--- config.mk ---
export PLATFORM = sky130hd
export DESIGN_NAME = core_decode_stage
export DESIGN_NICKNAME = d
export VERILOG_FILES = /design/src/rtl/core_pkg.sv /design/src/rtl/core_decode_imm.sv /design/src/rtl/core_decode_stage.sv
export SDC_FILE = /design/constraint.sdc
export NUM_CORES = 1
export LEC_CHECK = 0
export CAP_MARGIN = 20
export CORE_MARGIN = 2
export CORE_UTILIZATION = 55
export CTS_CLUSTER_DIAMETER = 100
export DETAILED_ROUTE_END_ITERATION = 6
export HOLD_SLACK_MARGIN = 0.08
export PLACE_DENSITY = 0.84
export SKIP_LAST_GASP = 1
export SLEW_MARGIN = 20
export SYNTH_ARGS = -nofsm -noshare
export SYNTH_HDL_FRONTEND = slang
export SYNTH_HIERARCHICAL = 1
export SYNTH_SLANG_ARGS = --single-unit
--- constraint.sdc ---
create_clock -name i_clk -period 4.56 [get_ports i_clk]
set_input_delay 0.456 -clock i_clk [delete_from_list [all_inputs] [get_ports i_clk]]
set_output_delay 0.456 -clock i_clk [all_outputs]
set_load 0.02 [all_outputs]
--- src/rtl/core_pkg.sv ---
// Shared core definitions: opcode map, decode enums, decoded-instruction record.
package core_pkg;

  // Widest supported datapath; narrower configurations truncate on use.
  localparam int XLEN_MAX = 64;

  typedef logic [4:0] reg_index_t;

  // RV32/RV64 base opcode map, instr[6:2].
  typedef enum logic [4:0] {
    OPC_LOAD      = 5'b00000,
    OPC_MISC_MEM  = 5'b00011,
    OPC_OP_IMM    = 5'b00100,
    OPC_AUIPC     = 5'b00101,
    OPC_OP_IMM_32 = 5'b00110,
    OPC_STORE     = 5'b01000,
    OPC_OP        = 5'b01100,
    OPC_LUI       = 5'b01101,
    OPC_OP_32     = 5'b01110,
    OPC_BRANCH    = 5'b11000,
    OPC_JALR      = 5'b11001,
    OPC_JAL       = 5'b11011,
    OPC_SYSTEM    = 5'b11100
  } opcode_e;

  typedef enum logic [2:0] {
    FMT_R     = 3'd0,
    FMT_I     = 3'd1,
    FMT_S     = 3'd2,
    FMT_B     = 3'd3,
    FMT_U     = 3'd4,
    FMT_J     = 3'd5,
    FMT_UIMM  = 3'd6,
    FMT_OTHER = 3'd7
  } instr_format_e;

  typedef enum logic [1:0] {
    RD_FROM_ALU_RESULT  = 2'd0,
    RD_FROM_MEM_LOAD    = 2'd1,
    RD_FROM_NEXT_SEQ_PC = 2'd2,
    RD_FROM_CSR         = 2'd3
  } rd_src_e;

  typedef enum logic [1:0] {
    ST_EMPTY = 2'd0,
    ST_FULL  = 2'd1,
    ST_SKID  = 2'd2
  } dec_state_e;

  // One bit per opcode value: set when the base decoder knows the opcode.
  localparam logic [31:0] OPC_SUPPORTED =
      (32'd1 << OPC_LOAD)   | (32'd1 << OPC_MISC_MEM)  | (32'd1 << OPC_OP_IMM) |
      (32'd1 << OPC_AUIPC)  | (32'd1 << OPC_OP_IMM_32) | (32'd1 << OPC_STORE)  |
      (32'd1 << OPC_OP)     | (32'd1 << OPC_LUI)       | (32'd1 << OPC_OP_32)  |
      (32'd1 << OPC_BRANCH) | (32'd1 << OPC_JALR)      | (32'd1 << OPC_JAL)    |
      (32'd1 << OPC_SYSTEM);

  // Opcodes that only exist on RV64.
  localparam logic [31:0] OPC_RV64_ONLY =
      (32'd1 << OPC_OP_IMM_32) | (32'd1 << OPC_OP_32);

  localparam logic [6:0] FUNCT7_MULDIV = 7'b0000001;

  // Decoded fields carried through the stage; pc/imm sized for the widest XLEN.
  typedef struct packed {
    logic [XLEN_MAX-1:0] pc;
    logic [4:0]          opcode;
    logic [2:0]          funct3;
    logic [6:0]          funct7;
    instr_format_e       format;
    reg_index_t          rs1_idx;
    reg_index_t          rs2_idx;
    reg_index_t          rd_idx;
    logic                rd_we;
    rd_src_e             rd_src;
    logic [XLEN_MAX-1:0] imm;
    logic                illegal;
  } decoded_instr_t;

  function automatic logic opc_supported(input logic [4:0] opc);
    return OPC_SUPPORTED[opc];
  endfunction

  function automatic logic opc_rv64_only(input logic [4:0] opc);
    return OPC_RV64_ONLY[opc];
  endfunction

endpackage

--- src/rtl/core_decode_imm.sv ---
// Immediate generator: raw instruction bits + format -> XLEN-wide immediate.
module core_decode_imm
  import core_pkg::*;
#(
  parameter int XLEN = 32
) (
  input  logic [31:7]     instr_i,
  input  instr_format_e   format_i,
  output logic [XLEN-1:0] imm_o
);

  // Sign-extend per format; UIMM is the zero-extended CSR immediate in rs1.
  always_comb begin
    imm_o = '0;
    case (format_i)
      FMT_I:    imm_o = {{(XLEN-12){instr_i[31]}}, instr_i[31:20]};
      FMT_S:    imm_o = {{(XLEN-12){instr_i[31]}}, instr_i[31:25], instr_i[11:7]};
      FMT_B:    imm_o = {{(XLEN-13){instr_i[31]}}, instr_i[31], instr_i[7],
                         instr_i[30:25], instr_i[11:8], 1'b0};
      FMT_U:    imm_o = {{(XLEN-32){instr_i[31]}}, instr_i[31:12], 12'b0};
      FMT_J:    imm_o = {{(XLEN-21){instr_i[31]}}, instr_i[31], instr_i[19:12],
                         instr_i[20], instr_i[30:21], 1'b0};
      FMT_UIMM: imm_o = {{(XLEN-5){1'b0}}, instr_i[19:15]};
      default:  imm_o = '0;
    endcase
  end

endmodule

--- src/rtl/core_decode_stage.sv ---
// RV decode stage: combinational decode, 2-entry skid buffer, registered outputs.
module core_decode_stage
  import core_pkg::*;
#(
  parameter int XLEN          = 32,
  parameter bit SUPPORT_M     = 1'b1,
  parameter bit SUPPORT_ZICSR = 1'b1
) (
  input  logic            i_clk,
  input  logic            i_rst,
  input  logic            i_flush,
  input  logic            i_valid,
  output logic            o_ready,
  input  logic [31:0]     i_instr,
  input  logic [XLEN-1:0] i_pc,
  output logic            o_valid,
  input  logic            i_ready,
  output logic [XLEN-1:0] o_pc,
  output logic [4:0]      o_opcode,
  output logic [2:0]      o_funct3,
  output logic [6:0]      o_funct7,
  output instr_format_e   o_format,
  output reg_index_t      o_rs1_idx,
  output reg_index_t      o_rs2_idx,
  output reg_index_t      o_rd_idx,
  output logic            o_rd_we,
  output rd_src_e         o_rd_src,
  output logic [XLEN-1:0] o_imm,
  output logic            o_illegal
);

  logic [4:0]     opc;
  logic [2:0]     funct3;
  logic [6:0]     funct7;
  reg_index_t     rd;
  instr_format_e  fmt;
  rd_src_e        rd_src;
  logic           is_csr, is_muldiv, illegal;
  logic [XLEN-1:0] imm;

  decoded_instr_t dec_d, out_q, skid_q;
  dec_state_e     state_q;
  logic           valid_q, ready_q;
  logic           accept, drain;

  assign opc    = i_instr[6:2];
  assign funct3 = i_instr[14:12];
  assign funct7 = i_instr[31:25];
  assign rd     = i_instr[11:7];

  // Instruction format from opcode (SYSTEM splits on funct3).
  always_comb begin
    fmt = FMT_OTHER;
    case (opc)
      OPC_OP, OPC_OP_32:                   fmt = FMT_R;
      OPC_LOAD, OPC_OP_IMM, OPC_OP_IMM_32,
      OPC_JALR, OPC_MISC_MEM:              fmt = FMT_I;
      OPC_SYSTEM: begin
        if (!funct3[2])            fmt = FMT_I;
        else if (funct3 != 3'b100) fmt = FMT_UIMM;
        else                       fmt = FMT_OTHER;
      end
      OPC_STORE:                           fmt = FMT_S;
      OPC_BRANCH:                          fmt = FMT_B;
      OPC_LUI, OPC_AUIPC:                  fmt = FMT_U;
      OPC_JAL:                             fmt = FMT_J;
      default:                             fmt = FMT_OTHER;
    endcase
  end

  // Writeback source for rd.
  always_comb begin
    rd_src = RD_FROM_ALU_RESULT;
    if (opc == OPC_JAL || opc == OPC_JALR) rd_src = RD_FROM_NEXT_SEQ_PC;
    else if (opc == OPC_LOAD)              rd_src = RD_FROM_MEM_LOAD;
    else if (is_csr)                       rd_src = RD_FROM_CSR;
  end

  assign is_csr    = (opc == OPC_SYSTEM) && (funct3 != 3'b000);
  assign is_muldiv = ((opc == OPC_OP) || (opc == OPC_OP_32)) && (funct7 == FUNCT7_MULDIV);

  // Legality against this configuration's ISA subset.
  always_comb begin
    illegal = 1'b0;
    if (i_instr[1:0] != 2'b11)                   illegal = 1'b1;
    if (!opc_supported(opc))                     illegal = 1'b1;
    if (opc_rv64_only(opc) && (XLEN < 64))       illegal = 1'b1;
    if (is_muldiv && !SUPPORT_M)                 illegal = 1'b1;
    if (is_csr && !SUPPORT_ZICSR)                illegal = 1'b1;
  end

  core_decode_imm #(.XLEN(XLEN)) u_imm (
    .instr_i  (i_instr[31:7]),
    .format_i (fmt),
    .imm_o    (imm)
  );

  // Assemble the decoded record for the incoming word.
  always_comb begin
    dec_d                = '0;
    dec_d.pc[XLEN-1:0]   = i_pc;
    dec_d.opcode         = opc;
    dec_d.funct3         = funct3;
    dec_d.funct7         = funct7;
    dec_d.format         = fmt;
    dec_d.rs1_idx        = i_instr[19:15];
    dec_d.rs2_idx        = i_instr[24:20];
    dec_d.rd_idx         = rd;
    dec_d.rd_we          = !illegal && (fmt != FMT_S) && (fmt != FMT_B) && (rd != 5'd0);
    dec_d.rd_src         = rd_src;
    dec_d.imm[XLEN-1:0]  = imm;
    dec_d.illegal        = illegal;
  end

  assign accept = i_valid && ready_q;
  assign drain  = valid_q && i_ready;

  // Handshake FSM: out_q is the head, skid_q catches one extra word while stalled.
  always_ff @(posedge i_clk) begin
    if (i_rst) begin
      state_q <= ST_EMPTY;
      valid_q <= 1'b0;
      ready_q <= 1'b1;
      out_q   <= '0;
      skid_q  <= '0;
    end else if (i_flush) begin
      state_q <= ST_EMPTY;
      valid_q <= 1'b0;
      ready_q <= 1'b1;
    end else begin
      case (state_q)
        ST_EMPTY: begin
          if (accept) begin
            out_q   <= dec_d;
            valid_q <= 1'b1;
            state_q <= ST_FULL;
          end
        end
        ST_FULL: begin
          if (accept && !drain) begin
            skid_q  <= dec_d;
            ready_q <= 1'b0;
            state_q <= ST_SKID;
          end else if (accept) begin
            out_q   <= dec_d;
          end else if (drain) begin
            valid_q <= 1'b0;
            state_q <= ST_EMPTY;
          end
        end
        ST_SKID: begin
          if (drain) begin
            out_q   <= skid_q;
            ready_q <= 1'b1;
            state_q <= ST_FULL;
          end
        end
        default: begin
          state_q <= ST_EMPTY;
          valid_q <= 1'b0;
          ready_q <= 1'b1;
        end
      endcase
    end
  end

  assign o_valid   = valid_q;
  assign o_ready   = ready_q;
  assign o_pc      = out_q.pc[XLEN-1:0];
  assign o_opcode  = out_q.opcode;
  assign o_funct3  = out_q.funct3;
  assign o_funct7  = out_q.funct7;
  assign o_format  = out_q.format;
  assign o_rs1_idx = out_q.rs1_idx;
  assign o_rs2_idx = out_q.rs2_idx;
  assign o_rd_idx  = out_q.rd_idx;
  assign o_rd_we   = out_q.rd_we;
  assign o_rd_src  = out_q.rd_src;
  assign o_imm     = out_q.imm[XLEN-1:0];
  assign o_illegal = out_q.illegal;

  // Upper record bits are always zero on narrow configurations.
  if (XLEN < XLEN_MAX) begin : g_trunc
    logic unused_hi;
    assign unused_hi = ^{out_q.pc[XLEN_MAX-1:XLEN], out_q.imm[XLEN_MAX-1:XLEN]};
  end

endmodule
== Word level (Yosys, flattened, before mapping) ==
Memories as Yosys holds them, arrays and structs flattened.
Index checks and enable logic that the tools add are counted.

* Logic and storage cells: 119
* Memory bits (read-only): 64
* Memories: 2
* Register bits: 270

* Mux-type cells: 30
* Order comparisons: 1
* Equality and inequality tests: 32
* Bitwise gates (word level): 3
* Reductions and logical operators: 24

{| class="wikitable"
|+ Memory list
! memory !! words !! width !! read ports !! clocked after memory_dff !! write ports !! line !! source
|-
| (no name shown) || 32 || 1 || 1 || 0 || 0 || core_pkg.sv:85 || <nowiki>return OPC_RV64_ONLY[opc];</nowiki>
|-
| (no name shown) || 32 || 1 || 1 || 0 || 0 || core_pkg.sv:81 || <nowiki>return OPC_SUPPORTED[opc];</nowiki>
|}

{| class="wikitable"
|+ Operators with widths
! cell !! number
|-
| 165-bit 2-to-1 mux || 3
|-
| 165-bit case mux with 3 select lines || 1
|-
| 32-bit case mux with 6 select lines || 1
|-
| 3-bit case mux with 7 select lines || 1
|-
| 5-bit by 4-bit equality test with 1-bit output (second input constant) || 4
|-
| 5-bit equality test (second input constant) || 4
|-
| 2-bit 2-to-1 mux || 8
|-
| 5-bit by 3-bit equality test with 1-bit output (second input constant) || 3
|-
| 2-bit != test (second input constant) || 7
|-
| 1-bit 2-to-1 mux || 12
|-
| 3-bit equality test (second input constant) || 3
|-
| 3-bit != test (second input constant) || 3
|-
| 4-bit AND reduction || 2
|-
| 1-bit logical AND || 7
|-
| 3-bit by 2-bit equality test with 1-bit output (second input constant) || 2
|-
| 5-bit by 6-bit < comparator with 1-bit output (second input constant) || 1
|-
| 3-bit by 2-bit != test with 1-bit output (second input constant) || 2
|-
| 1-bit case mux with 3 select lines || 2
|-
| 2-bit case mux with 3 select lines || 1
|-
| 3-bit AND reduction || 2
|-
| 3-bit nonzero test || 2
|-
| 2-bit OR reduction || 3
|-
| 5-bit by 2-bit equality test with 1-bit output (second input constant) || 1
|-
| 5-bit logical NOT || 1
|-
| other kinds (11) || 14
|}

== Longest topological paths before layout ==
Gate-level depths: netlist (run 1).

* Word-level depth: 11
* Mapped depth: 13
* Depth with buffers taken out: 12

== Modules after synthesis ==
Netlist (run 1), hierarchy kept.

{| class="wikitable"
|+ By module, submodules not included
! module !! seq. area each (um^2) !! cells an instance !! area each (um^2) !! times used
|-
| core_decode_stage || 4124.0 || 1085 || 8374.3 || 1
|-
| core_decode_imm || 0.0 || 74 || 445.4 || 1
|}

== Worst setup path after synthesis (run 1) ==
OpenSTA, ideal clock, no wires.

* Path kind: input -> register
* Start point: input port i_instr[2]
* End point: register out_q, in the netlist o_imm[20]
* Arrival: 2764 ps
* Cell stages on the path: 13
* Setup time: 91 ps
* Slack: 1705 ps
* Required time: 4469 ps
* Cell sequence: inv_1 > ha_1 > or2_2 > a221oi_1 > a22oi_1 > or2_2 > and2b_1 > buf_4 > buf_6 > nand2_1 > o21ai_0 > nand2_1 > a311oi_1

{| class="wikitable"
|+ RTL lines
! what !! line !! source
|-
| from (decl) || core_decode_stage.sv:14 || <nowiki>input logic [31:0] i_instr,</nowiki>
|-
| to (signal assigned) || core_decode_stage.sv:153 || <nowiki>out_q <= skid_q;</nowiki>
|-
| to (decl) || core_decode_stage.sv:41 || <nowiki>decoded_instr_t dec_d, out_q, skid_q;</nowiki>
|}

==> qor.csv, run 1 <==
stage;metric;value;unit
routing;Via-to-Cell Ratio;5.67;
synth;compound-cell area share of the yosys netlist;0.206;
clock_tree;buffer count from post-CTS setup fixing;0;
routing;number of DRC markers after the initial detailed-route iteration;747;
floorplanning;Ports;172;
clock_tree;number of buffers created by CTS;21;
global_route;overall track demand over capacity in global routing;0.277;
floorplanning;die height;131;um
clock_tree;CTS Sinks;206;
placed_design;post-DP HPWL;14900;um
setup_path;Setup Crit Path Kind;input pin to register;
timing;final total negative setup slack;0;ns
synth;mux share of post-synthesis cell area;0.00355;
finish;Final Net Count;1340;
synth;adder-cell area share of the yosys netlist;0.00567;
min_path;Worst Hold Class;register to register;
power_and_ir_drop;Max IR drop VDD;239;uV
clock_tree;post_cts resized;0;
placed_design;global placement routability congestion;0.872;
job;max_cap viols;0;
floorplanning;Std-Cell Rows;46;
timing;setup repair after global routing missed its margin;no;
setup_path;critical path startpoint;i_instr[2];
placed_design;buffers added on ports;171;
floorplanning;die area;17100;um2
global_route;maximum number of pins on one net before global-route repair;138;
routing;first-pass iteration count of the detailed router;5;
setup_path;required time reported for the critical path endpoint;4.95;ns
finish;register cell area after layout;4120;um2
synth;number of cells produced by synthesis;1159;
finish;antenna fix cells;0;
routing;wire length after detailed routing;24300;um
setup_path;Critical Path Source Type;input pin;
synth;ys async rst share;0;
synth;Syn Area/Cell;7.61;um2
timing;Post-Route Skew;0.0108;ns
routing;Post-route DRC;0;
synth;share of synthesized area occupied by flip-flops and latches;0.468;
synth;Post-Synthesis Cell Area;8820;um2
setup_path;startpoint of the most critical register-to-register path;state_q[0];
synth;simple-gate portion of the synthesized area;0.264;
synth;Yosys Warn Count;6;
global_route;first-pass GRT wire length;38400;um
floorplanning;Horiz. Die Dim;131;um
global_route;global route total overflow;0;
global_route;vias in the first global route;7636;
finish;layout-stage area growth over the synthesis result;26.3;%
synth;combinational family with the most area after synthesis;simple AND/OR/NAND/NOR gates;
setup_path;CP Capture Type;register;
run_status;outcome;finished, final reports clean;
floorplanning;starting density of the core;0.559;
clock_tree;count of hold buffers inserted by post-cts repair;0;
synth;library cells used by synthesis;58;
routing;wire per inst;16.3;um
power_and_ir_drop;static power due to leakage;0.00390;uW
clock_tree;CTS root buffer;sky130_fd_sc_hd__clkbuf_16;
routing;vias after detailed routing;8473;
synth;Post-synth EDFFs;0;
timing;Max transition margin;0.434;
finish;layout cells sized above 1;0.0461;
power_and_ir_drop;post-route total power;4240;uW
routing;antenna-violating nets left;0;
timing;time the final worst path needs with I/O delays and setup;3.64;ns
finish;final cell utilization of the core;0.707;
min_path;startpoint of the lowest-slack hold path;skid_q[66];
timing;total count of max-transition violations in the final report;0;
timing;setup violators final;0;
clock_tree;clock latency on the worst-skew pair;0.48;ns
clock_tree;clock-pin slew of the registers on the worst-case setup and hold paths;0.06;ns
global_route;number of antenna violations at the first check in global routing;0;
clock_tree;clock tree from TritonCTS;done;
floorplanning;core area;15800;um2
synth;post-synthesis share of cell area spent on xor and xnor gates;0.000993;
timing;Hold Vio Cnt, Final;0;
timing;actual transition at the worst max-transition pin;0.848;ns
synth;Primary FF master, synth;sky130_fd_sc_hd__dfxtp_1;
synth;net count after synthesis;1232;
power_and_ir_drop;pwr/cell area;381;nW/um2
setup_path;maximum fanout along the worst path;16;
synth;Yosys reg bits;206;
finish;area occupied by multi-input gates;4260;um2
clock_tree;H-tree lvl count;1;
timing;maximum achievable frequency;275;MHz
timing;Final period util;0.798;
clock_tree;number of buffers on the longest clock path;3;
finish;filler instances;1280;
setup_path;data arrival time of the worst path;4.03;ns
[final cells by class]
class	count	area share
Clock buffer	30	0.0520
Clock inverter	5	0.00674
Inverter	4	0.00135
Multi-Input combinational cell	851	0.382
Sequential cell	206	0.370
Tap cell	216	0.0243
Timing Repair Buffer	183	0.163
[cell usage in the layout (no fill, tap or decap), drive strengths merged, types with 8 or more instances in the layout]
cell type      count
nand2            411
dfxtp            206
clkdlybuf4s50    170
nor2             119
a21oi            107
a311oi            96
clkbuf            30
o21ai             20
buf               13
and2              10
nor3               9
a21o               8
[critical path, stage by stage]
cell and delay [ns]:
sky130_fd_sc_hd__clkdlybuf4s50_1 0.61, sky130_fd_sc_hd__inv_1 0.10, sky130_fd_sc_hd__ha_1 0.30, sky130_fd_sc_hd__or2_2 0.35
sky130_fd_sc_hd__a221oi_1 0.31, sky130_fd_sc_hd__a22oi_1 0.15, sky130_fd_sc_hd__or2_2 0.38, sky130_fd_sc_hd__and2b_1 0.58
sky130_fd_sc_hd__nand2_1 0.12, sky130_fd_sc_hd__o21ai_0 0.30, sky130_fd_sc_hd__nand2_1 0.11, sky130_fd_sc_hd__a311oi_1 0.27
[sequential cells by signal, indices dropped and copies added (netlist names)]
signal and count:
skid_q 101, o_imm 32, o_pc 32, o_funct7 7, o_opcode 5, o_rd_idx 5
o_rs1_idx 5, o_rs2_idx 5, o_format 3, o_funct3 3, o_rd_src 2, state_q 2
o_illegal 1, o_rd_we 1, o_ready 1, o_valid 1
[metal layers]
layer | track usage | up-vias | wire [um]
li1 | - | 4160 | -
met1 | 0.384 | 3919 | 10500
met2 | 0.434 | 337 | 11100
met3 | 0.0509 | 57 | 1870
met4 | 0.101 | 0 | 811
met5 | 0 | - | 0
[worst paths after layout]
path	cells past startpoint	endpoint	slack, ns
worst min register to register	2	skid_q[66]	0.45
worst max-delay path	12	o_imm[25]	0.92
worst min-delay path	2	skid_q[66]	0.45
worst max register to register	4	o_rd_idx[0]	2.31
[report_power, final]
part	internal, uW	total [uW]	leakage, uW	switching [uW]
sequential	1880	1930	0.00168	47.1
clock	992	1660	0.000321	670
combinational	280	652	0.00190	372
total	3150	4240	0.00390	1090
[cell usage after synthesis (2+ instances only)]
| cell | instances | share of area |
|---|---|---|
| sky130_fd_sc_hd__o211ai_1 | 2 | 0.0017 |
| sky130_fd_sc_hd__inv_1 | 4 | 0.0017 |
| sky130_fd_sc_hd__nor3_1 | 9 | 0.0051 |
| sky130_fd_sc_hd__a21oi_1 | 107 | 0.061 |
| sky130_fd_sc_hd__clkbuf_1 | 61 | 0.026 |
| sky130_fd_sc_hd__nand2b_1 | 3 | 0.0021 |
| sky130_fd_sc_hd__o21a_1 | 2 | 0.0017 |
| sky130_fd_sc_hd__o21ai_0 | 17 | 0.0096 |
| sky130_fd_sc_hd__a31oi_1 | 3 | 0.0021 |
| sky130_fd_sc_hd__nor4_1 | 3 | 0.0021 |
| sky130_fd_sc_hd__buf_2 | 26 | 0.015 |
| sky130_fd_sc_hd__ha_1 | 4 | 0.0057 |
| sky130_fd_sc_hd__dfxtp_1 | 206 | 0.47 |
| sky130_fd_sc_hd__o21ai_1 | 2 | 0.0011 |
| sky130_fd_sc_hd__nand3_1 | 5 | 0.0028 |
| sky130_fd_sc_hd__a311oi_1 | 95 | 0.094 |
| sky130_fd_sc_hd__or3_1 | 2 | 0.0014 |
| sky130_fd_sc_hd__and2_1 | 8 | 0.0057 |
| sky130_fd_sc_hd__and2b_1 | 3 | 0.0026 |
| sky130_fd_sc_hd__a22oi_1 | 3 | 0.0026 |
| sky130_fd_sc_hd__a211oi_1 | 5 | 0.0043 |
| sky130_fd_sc_hd__nor2_1 | 119 | 0.051 |
| sky130_fd_sc_hd__mux2i_1 | 2 | 0.0023 |
| sky130_fd_sc_hd__buf_4 | 9 | 0.0077 |
| sky130_fd_sc_hd__a32oi_1 | 4 | 0.0040 |
| sky130_fd_sc_hd__a21o_1 | 8 | 0.0068 |
| sky130_fd_sc_hd__nor2b_1 | 3 | 0.0021 |
| sky130_fd_sc_hd__nand2_1 | 411 | 0.17 |
| sky130_fd_sc_hd__or2_2 | 4 | 0.0028 |
[kinds of logic (layout without fill, tap and decap cells)]
group | count (synthesis) | in the layout
buf+inv | 102 | 222
simple gates | 582 | 582
xor+xnor | 1 | 1
mux | 3 | 3
compound gates | 261 | 261
fa+ha+maj | 4 | 4
flops | 206 | 206
[per-stage QoR]
stage / setup WS, ns / instances / cell area (um2) / hold slack [ns]
after floorplan: 1.71 / 1159 / 8820 / 0.432
after global placement: 0.682 / 1460 / 10500 / 0.438
after detailed placement: 0.528 / 1460 / 10500 / 0.443
after CTS: 0.974 / 1495 / 11100 / 0.451
after global routing: 0.624 / 1495 / 11100 / 0.466
final: 0.920 / 1495 / 11100 / 0.451
No activity file was read; power rests on OpenSTA's default activity.
==> run 2, diff against run 1 <==
- CORE_UTILIZATION: 55 -> 47
- PLACE_DENSITY: 0.84 -> 0.76
- clock period: 4.56 -> 3.2 ns (I/O delays scaled with it)
==> qor.csv, run 2 (synthesized netlist as in run 1, its figures left out) <==
stage;metric;value;unit;change
run_status;outcome;finished, final reports clean;;
routing;Post-route DRC;0;;unchanged
global_route;vias in the first global route;8002;;+4.8%
setup_path;cell repeated most along the worst path;sky130_fd_sc_hd__buf_4;;
clock_tree;CTS Sinks;206;;unchanged
timing;maximum achievable frequency;334;MHz;
timing;slack of the critical path;0.203;ns;-0.717 ns
setup_path;CP Capture Type;register;;
finish;final cell utilization of the core;0.624;;-0.0825
power_and_ir_drop;net switching fraction of the power;0.256;;-0.000651
floorplanning;die area;19900;um2;+16%
finish;leading cell type in the layout, fill and taps excluded;sky130_fd_sc_hd__nand2_1;;
finish;layout cells sized above 1;0.0754;;+0.0293
finish;number of non-filler instances in the completed layout;1547;;+3.5%
finish;most used cells in the layout excluding fill and tap cells;sky130_fd_sc_hd__nand2_1 (411), sky130_fd_sc_hd__dfxtp_1 (206), sky130_fd_sc_hd__clkdlybuf4s50_1 (170), sky130_fd_sc_hd__nor2_1 (119), sky130_fd_sc_hd__a21oi_1 (107);;
clock_tree;CTS root buffer;sky130_fd_sc_hd__clkbuf_16;;
finish;top register by number of flip-flops;skid_q;;
placed_design;buffers added on ports;171;;unchanged
timing;Post-Route Skew;0.0112;ns;+0.000332 ns
power_and_ir_drop;share of power burned in the clock network;0.416;;+0.024
finish;antenna fix cells;0;;unchanged
global_route;maximum number of pins on one net before global-route repair;104;;-25%
routing;antenna-violating nets left;0;;unchanged
setup_path;CP max stage delay;0.45;ns;-0.16 ns
power_and_ir_drop;pwr/cell area;550;nW/um2;+45%
floorplanning;die height;141;um;+7.9%
timing;Final period util;0.936;;
setup_path;maximum fanout along the worst path;7;;-9
floorplanning;core area;18600;um2;+18%
global_route;global route total overflow;0;;unchanged
setup_path;Setup Crit Path Kind;input pin to register;;
setup_path;CP delay by family, top;buffers and inverters;;
power_and_ir_drop;static power due to leakage;0.00413;uW;+6.0%
power_and_ir_drop;net switching component of the power;1630;uW;+50%
finish;max FFs per register;101;;unchanged
job;max_cap viols;0;;unchanged
power_and_ir_drop;Cell Int Power;4750;uW;+51%
power_and_ir_drop;portion of total power attributed to sequential cells;0.430;;-0.024
global_route;number of antenna violations at the first check in global routing;0;;unchanged
routing;wire length after detailed routing;25100;um;+3.4%
setup_path;list of cells traversed by the critical path;clkdlybuf4s50_1, buf_4, ha_1, or2_2, a221oi_1, a22oi_1, or2_2, buf_4, nor2_1, nor3b_4, buf_4, buf_4, a21o_1, nand2_1, a311oi_1;;
finish;final design instance area without fill;11600;um2;+4.1%
global_route;overall track demand over capacity in global routing;0.243;;-0.0341
setup_path;data arrival time of the worst path;3.37;ns;-0.66 ns
routing;wire per inst;16.2;um;about the same
finish;filler instances;1617;;+26%
floorplanning;starting density of the core;0.475;;-0.0846
finish;area occupied by multi-input gates;4270;um2;+0.18%
clock_tree;clock-pin slew of the registers on the worst-case setup and hold paths;0.06;ns;about the same
routing;vias after detailed routing;8616;;+1.7%
finish;layout-stage area growth over the synthesis result;31.5;%;
placed_design;post-DP HPWL;15300;um;+2.9%
placed_design;placed insts;1506;;+3.2%
clock_tree;clock tree from TritonCTS;done;;
setup_path;cell type of the slowest stage on the worst timing path;sky130_fd_sc_hd__clkdlybuf4s50_1;;
placed_design;post-placement worst setup slack;-0.296;ns;-0.824 ns
finish;register cell area after layout;4120;um2;unchanged
clock_tree;H-tree lvl count;1;;unchanged
timing;time the final worst path needs with I/O delays and setup;3.00;ns;
timing;actual transition at the worst max-transition pin;0.767;ns;-0.0816 ns
clock_tree;number of buffers created by CTS;22;;+4.8%
timing;Hold Vio Cnt, Final;0;;unchanged
placed_design;global placement routability congestion;0.855;;-1.9%
floorplanning;Horiz. Die Dim;141;um;+7.9%
routing;Via-to-Cell Ratio;5.57;;-1.7%
routing;first-pass iteration count of the detailed router;5;;unchanged
min_path;Worst Hold Class;input pin to register;;
setup_path;critical path buffer and inverter count;5;;+3
finish;Final Net Count;1371;;+2.3%
global_route;first-pass GRT wire length;40300;um;+5.0%
timing;setup violators final;0;;unchanged
floorplanning;Ports;172;;unchanged
routing;number of DRC markers after the initial detailed-route iteration;737;;-1.3%
setup_path;Critical Path Source Type;input pin;;
setup_path;required time reported for the critical path endpoint;3.57;ns;-1.38 ns
placed_design;placed inst area;10800;um2;+3.1%
timing;Max transition margin;0.489;;+0.0544
clock_tree;clock latency on the worst-skew pair;0.51;ns;+0.03 ns
timing;final total negative setup slack;0;ns;unchanged
power_and_ir_drop;Max IR drop VDD;445;uV;+86%
clock_tree;number of buffers on the longest clock path;3;;unchanged
floorplanning;Std-Cell Rows;50;;+8.7%
power_and_ir_drop;share of power burned in combinational logic;0.154;;about the same
timing;total count of max-transition violations in the final report;0;;unchanged
## run 2: cell count changes in the layout (fill, tap and decap cells not counted), moves of 2 or more
cell,before,now
sky130_fd_sc_hd__buf_4,10,34
sky130_fd_sc_hd__buf_12,1,8
sky130_fd_sc_hd__clkbuf_1,7,2
sky130_fd_sc_hd__clkbuf_8,2,7
sky130_fd_sc_hd__clkbuf_16,21,23
## run 2: worst paths after layout
| check | cells past startpoint | from | end | slack, ns |
|---|---|---|---|---|
| setup / recovery | 15 | i_instr[3] | o_imm[12] | 0.20 |
| hold / removal | 2 | i_rst | skid_q[128] | 0.22 |
| setup reg to reg | 4 | state_q[0] | o_opcode[2] | 1.14 |
| hold reg to reg | 2 | skid_q[104] | skid_q[104] | 0.45 |
## run 2: metrics by stage
step	hold slack [ns]	total power, uW
after floorplan	0.432	3320
after global placement	0.439	3760
after detailed placement	0.442	3770
after CTS	0.217	6420
after global routing	0.233	6610
final	0.216	6380
## run 2: area by class of cell
| type | instances | area share |
|---|---|---|
| Clock inverter | 7 | 0.00755 |
| Timing Repair Buffer | 213 | 0.184 |
| Inverter | 4 | 0.00130 |
| Sequential cell | 206 | 0.356 |
| Clock buffer | 32 | 0.0586 |
| Multi-Input combinational cell | 851 | 0.368 |
| Tap cell | 234 | 0.0253 |
## run 2: worst reg2reg max path, delay by kind of cell, from the launching register on
kind | cells | cell delay [ns]
buffers and inverters | 1 | 0.42
DFF | 1 | 0.49
AOI/OAI and AO/OA | 1 | 0.27
and+or+nand+nor | 2 | 0.80
## run 2: power groups by stage
stage	logic (uW)	registers [uW]	clock network [uW]
floorplan	415	2910	0
global placement	956	2800	0
detailed placement	968	2800	0
CTS	977	2750	2700
global route	1060	2760	2800
finish	982	2750	2650
## run 2: metal layers
metal | vias up | GRT usage | wire length (um)
met4 | 0 | 0.0753 | 656
met3 | 56 | 0.0353 | 1930
met2 | 316 | 0.394 | 11600
met5 | - | 0 | 0
li1 | 4231 | - | -
met1 | 4013 | 0.336 | 11000
## run 2: repair_timing
| item | CTS | global route |
|---|---|---|
| resized for setup | 0 | 2 |
| hold buffers | 0 | 0 |
| endpoints found under the setup margin | 0 | 8 |
| buffers inserted | 0 | 2 |
==> run 3, diff against run 2 <==
- CORE_MARGIN: 2 -> 1.5
- SYNTH_HIERARCHICAL: 1 -> unset
==> qor.csv, run 3 <==
stage;metric;value;unit;change
synth;Syn Area/Cell;8.10;um2;+6.4%
routing;Via-to-Cell Ratio;5.74;;+3.1%
synth;share of synthesized area occupied by flip-flops and latches;0.465;;-0.00257
finish;leading cell type in the layout, fill and taps excluded;sky130_fd_sc_hd__nand2_1;;
clock_tree;CTS root buffer;sky130_fd_sc_hd__clkbuf_16;;
synth;mux share of post-synthesis cell area;0.00169;;-0.00185
synth;Post-synth top cells;sky130_fd_sc_hd__nand2_1 (289), sky130_fd_sc_hd__dfxtp_1 (206), sky130_fd_sc_hd__nor2_1 (112);;
timing;actual transition at the worst max-transition pin;0.979;ns;+0.212 ns
finish;Final Net Count;1301;;-5.1%
synth;ys async rst share;0;;unchanged
synth;most area-hungry cell type in the Yosys netlist;sky130_fd_sc_hd__dfxtp_1;;
clock_tree;H-tree lvl count;1;;unchanged
power_and_ir_drop;post-route total power;6410;uW;+0.48%
synth;Post-synth EDFFs;0;;unchanged
clock_tree;clock latency on the worst-skew pair;0.51;ns;about the same
routing;first-pass iteration count of the detailed router;5;;unchanged
floorplanning;die area;19700;um2;-0.88%
floorplanning;Std-Cell Rows;50;;unchanged
clock_tree;number of buffers created by CTS;23;;+4.5%
placed_design;buffers added on ports;171;;unchanged
timing;final total negative setup slack;0;ns;unchanged
placed_design;global placement routability congestion;0.897;;+4.9%
timing;setup repair after global routing missed its margin;no;;
power_and_ir_drop;Max IR drop VDD;399;uV;-11%
setup_path;required time reported for the critical path endpoint;3.62;ns;+0.05 ns
routing;number of DRC markers after the initial detailed-route iteration;590;;-20%
floorplanning;die height;140;um;-0.44%
synth;simple-gate portion of the synthesized area;0.233;;-0.0308
clock_tree;post_cts resized;0;;unchanged
finish;top register by number of flip-flops;skid_q;;
min_path;Worst Hold Class;input pin to register;;
power_and_ir_drop;share of power burned in combinational logic;0.138;;-0.016
finish;filler instances;1583;;-2.1%
routing;total length of routed met3 wires;1390;um;-28%
job;max_cap viols;0;;unchanged
synth;combinational family with the most area after synthesis;compound AO/OA/AOI/OAI gates;;
synth;net count after synthesis;1168;;-5.2%
run_status;outcome;finished, final reports clean;;
routing;highest metal used;met4;;
finish;max FFs per register;101;;unchanged
global_route;number of antenna violations at the first check in global routing;0;;unchanged
synth;number of cells produced by synthesis;1095;;-5.5%
global_route;first-pass GRT wire length;40400;um;about the same
timing;Final period util;0.777;;-0.159
finish;most used cells in the layout excluding fill and tap cells;sky130_fd_sc_hd__nand2_1 (288), sky130_fd_sc_hd__dfxtp_1 (206), sky130_fd_sc_hd__clkdlybuf4s50_1 (170), sky130_fd_sc_hd__nor2_1 (112), sky130_fd_sc_hd__a21oi_1 (96);;
clock_tree;number of buffers on the longest clock path;3;;unchanged
global_route;global route total overflow;0;;unchanged
setup_path;CP Capture Type;register;;
synth;adder-cell area share of the yosys netlist;0.00564;;-0.0000312
power_and_ir_drop;portion of total power attributed to sequential cells;0.427;;-0.003
power_and_ir_drop;share of power burned in the clock network;0.435;;+0.019
setup_path;maximum fanout along the worst path;8;;+1
timing;Post-Route Skew;0.0157;ns;+0.00459 ns
synth;library cells used by synthesis;68;;+17%
synth;top cells by area in the synthesized netlist;sky130_fd_sc_hd__dfxtp_1 (47%), sky130_fd_sc_hd__nand2_1 (12%), sky130_fd_sc_hd__a311oi_1 (6.5%), sky130_fd_sc_hd__a21oi_1 (5.4%), sky130_fd_sc_hd__nor2_1 (4.7%);;
routing;antenna-violating nets left;0;;unchanged
timing;Hold Vio Cnt, Final;0;;unchanged
power_and_ir_drop;net switching fraction of the power;0.249;;-0.00695
clock_tree;count of hold buffers inserted by post-cts repair;0;;unchanged
routing;metal1 wirelength;10800;um;-1.5%
power_and_ir_drop;Cell Int Power;4810;uW;+1.4%
power_and_ir_drop;net switching component of the power;1600;uW;-2.2%
clock_tree;clock-pin slew of the registers on the worst-case setup and hold paths;0.06;ns;about the same
synth;post-synthesis share of cell area spent on xor and xnor gates;0.000988;;-0.00000546
timing;time the final worst path needs with I/O delays and setup;2.49;ns;-0.509 ns
routing;wire per inst;17.1;um;+5.1%
finish;antenna fix cells;0;;unchanged
global_route;overall track demand over capacity in global routing;0.249;;+0.00648
clock_tree;buffer count from post-CTS setup fixing;0;;unchanged
finish;layout-stage area growth over the synthesis result;30.6;%;
routing;wire length after detailed routing;25200;um;+0.31%
floorplanning;starting density of the core;0.477;;+0.00263
finish;layout cells sized above 1;0.0885;;+0.0131
power_and_ir_drop;pwr/cell area;553;nW/um2;+0.54%
synth;Yosys reg bits;206;;unchanged
timing;maximum achievable frequency;402;MHz;+20%
setup_path;Setup Crit Path Kind;input pin to register;;
floorplanning;core area;18600;um2;unchanged
routing;detailed route wirelength on metal2;12300;um;+5.9%
synth;fraction of post-synthesis cell area in the top cell type by area;0.465;;-0.00257
finish;area occupied by multi-input gates;4320;um2;+1.2%
global_route;vias in the first global route;7828;;-2.2%
synth;Yosys Warn Count;0;;-6
synth;compound-cell area share of the yosys netlist;0.241;;+0.0351
power_and_ir_drop;static power due to leakage;0.00410;uW;-0.81%
global_route;maximum number of pins on one net before global-route repair;136;;+31%
finish;register cell area after layout;4120;um2;unchanged
floorplanning;Ports;172;;unchanged
clock_tree;clock tree from TritonCTS;done;;
routing;vias after detailed routing;8479;;-1.6%
timing;Max transition margin;0.348;;-0.141
synth;Primary FF master, synth;sky130_fd_sc_hd__dfxtp_1;;
synth;Post-Synthesis Cell Area;8870;um2;+0.55%
routing;Post-route DRC;0;;unchanged
timing;setup violators final;0;;unchanged
clock_tree;CTS Sinks;206;;unchanged
synth;library cell with the highest instance count after synthesis;sky130_fd_sc_hd__nand2_1;;
setup_path;Critical Path Source Type;input pin;;
placed_design;post-DP HPWL;16200;um;+5.9%
floorplanning;Horiz. Die Dim;140;um;-0.44%
timing;total count of max-transition violations in the final report;0;;unchanged
setup_path;data arrival time of the worst path;2.91;ns;-0.46 ns
run 3: changes by cell type after synthesis, sizes merged, moves of 7 or more:
cell    before  now
and3         0   17
a221oi       1   22
a211oi       5   34
a21o         8    1
nand2      411  295
a311oi      96   66
o21ai       20   38
a21oi      107   96
or3          2   13
run 3: final timing paths:
path,cells after the start,start,to,slack (ns)
max,10,i_instr[3],o_imm[9],0.71
min,2,i_rst,skid_q[22],0.27
max reg2reg,6,state_q[1],o_pc[7],0.87
min reg2reg,2,skid_q[81],skid_q[81],0.45
run 3: critical path, stage by stage:
cell                              delay [ns]
sky130_fd_sc_hd__clkdlybuf4s50_1        0.58
sky130_fd_sc_hd__inv_1                  0.12
sky130_fd_sc_hd__ha_1                   0.25
sky130_fd_sc_hd__buf_4                  0.18
sky130_fd_sc_hd__and2_1                 0.16
sky130_fd_sc_hd__nand2b_1               0.18
sky130_fd_sc_hd__o21ai_0                0.21
sky130_fd_sc_hd__a21oi_1                0.54
sky130_fd_sc_hd__a221oi_1               0.16
sky130_fd_sc_hd__nor3_1                 0.21
run 3: per-layer routing:
layer,up-vias,GRT usage
li1,4133,-
met1,4060,0.325
met2,230,0.423
met3,56,0.0376
met4,0,0.0820
met5,-,0
run 3: power by group through the flow:
stage	Combinational, uW	Sequential (uW)	Clock [uW]
final	887	2740	2790
after global routing	955	2750	2940
after CTS	886	2740	2820
after detailed placement	881	2790	0
after global placement	875	2790	0
after floorplan	365	2890	0
run 3: kinds of logic (layout without fill, tap and decap cells):
logic type	after synthesis	count (layout)
AOI/OAI and AO/OA	299	299
xor gates and xnor gates	1	1
adders and majority gates	4	4
buffers and inverters	100	248
DFF	206	206
muxes	1	1
and+or+nand+nor	484	484
run 3: cell type report:
class,count,area share
multi-input combinational,789,0.373
sequential,206,0.356
timing repair buffer,204,0.176
clock buffer,32,0.0569
tap,234,0.0253
clock inverter,8,0.0123
inverter,4,0.00130
run 3: stage by stage:
step           cell area (um2)  std cells  setup WS [ns]  hold WS, ns  utilization
2_1_floorplan             8870       1095           1.16        0.399            -
3_3_place_gp             10800       1437          0.337        0.441        0.580
3_5_place_dp             10800       1437          0.244        0.447        0.580
4_1_cts                  11600       1477          0.765        0.265        0.624
5_1_grt                  11600       1477          0.533        0.281        0.624
6_report                 11600       1477          0.713        0.267        0.624
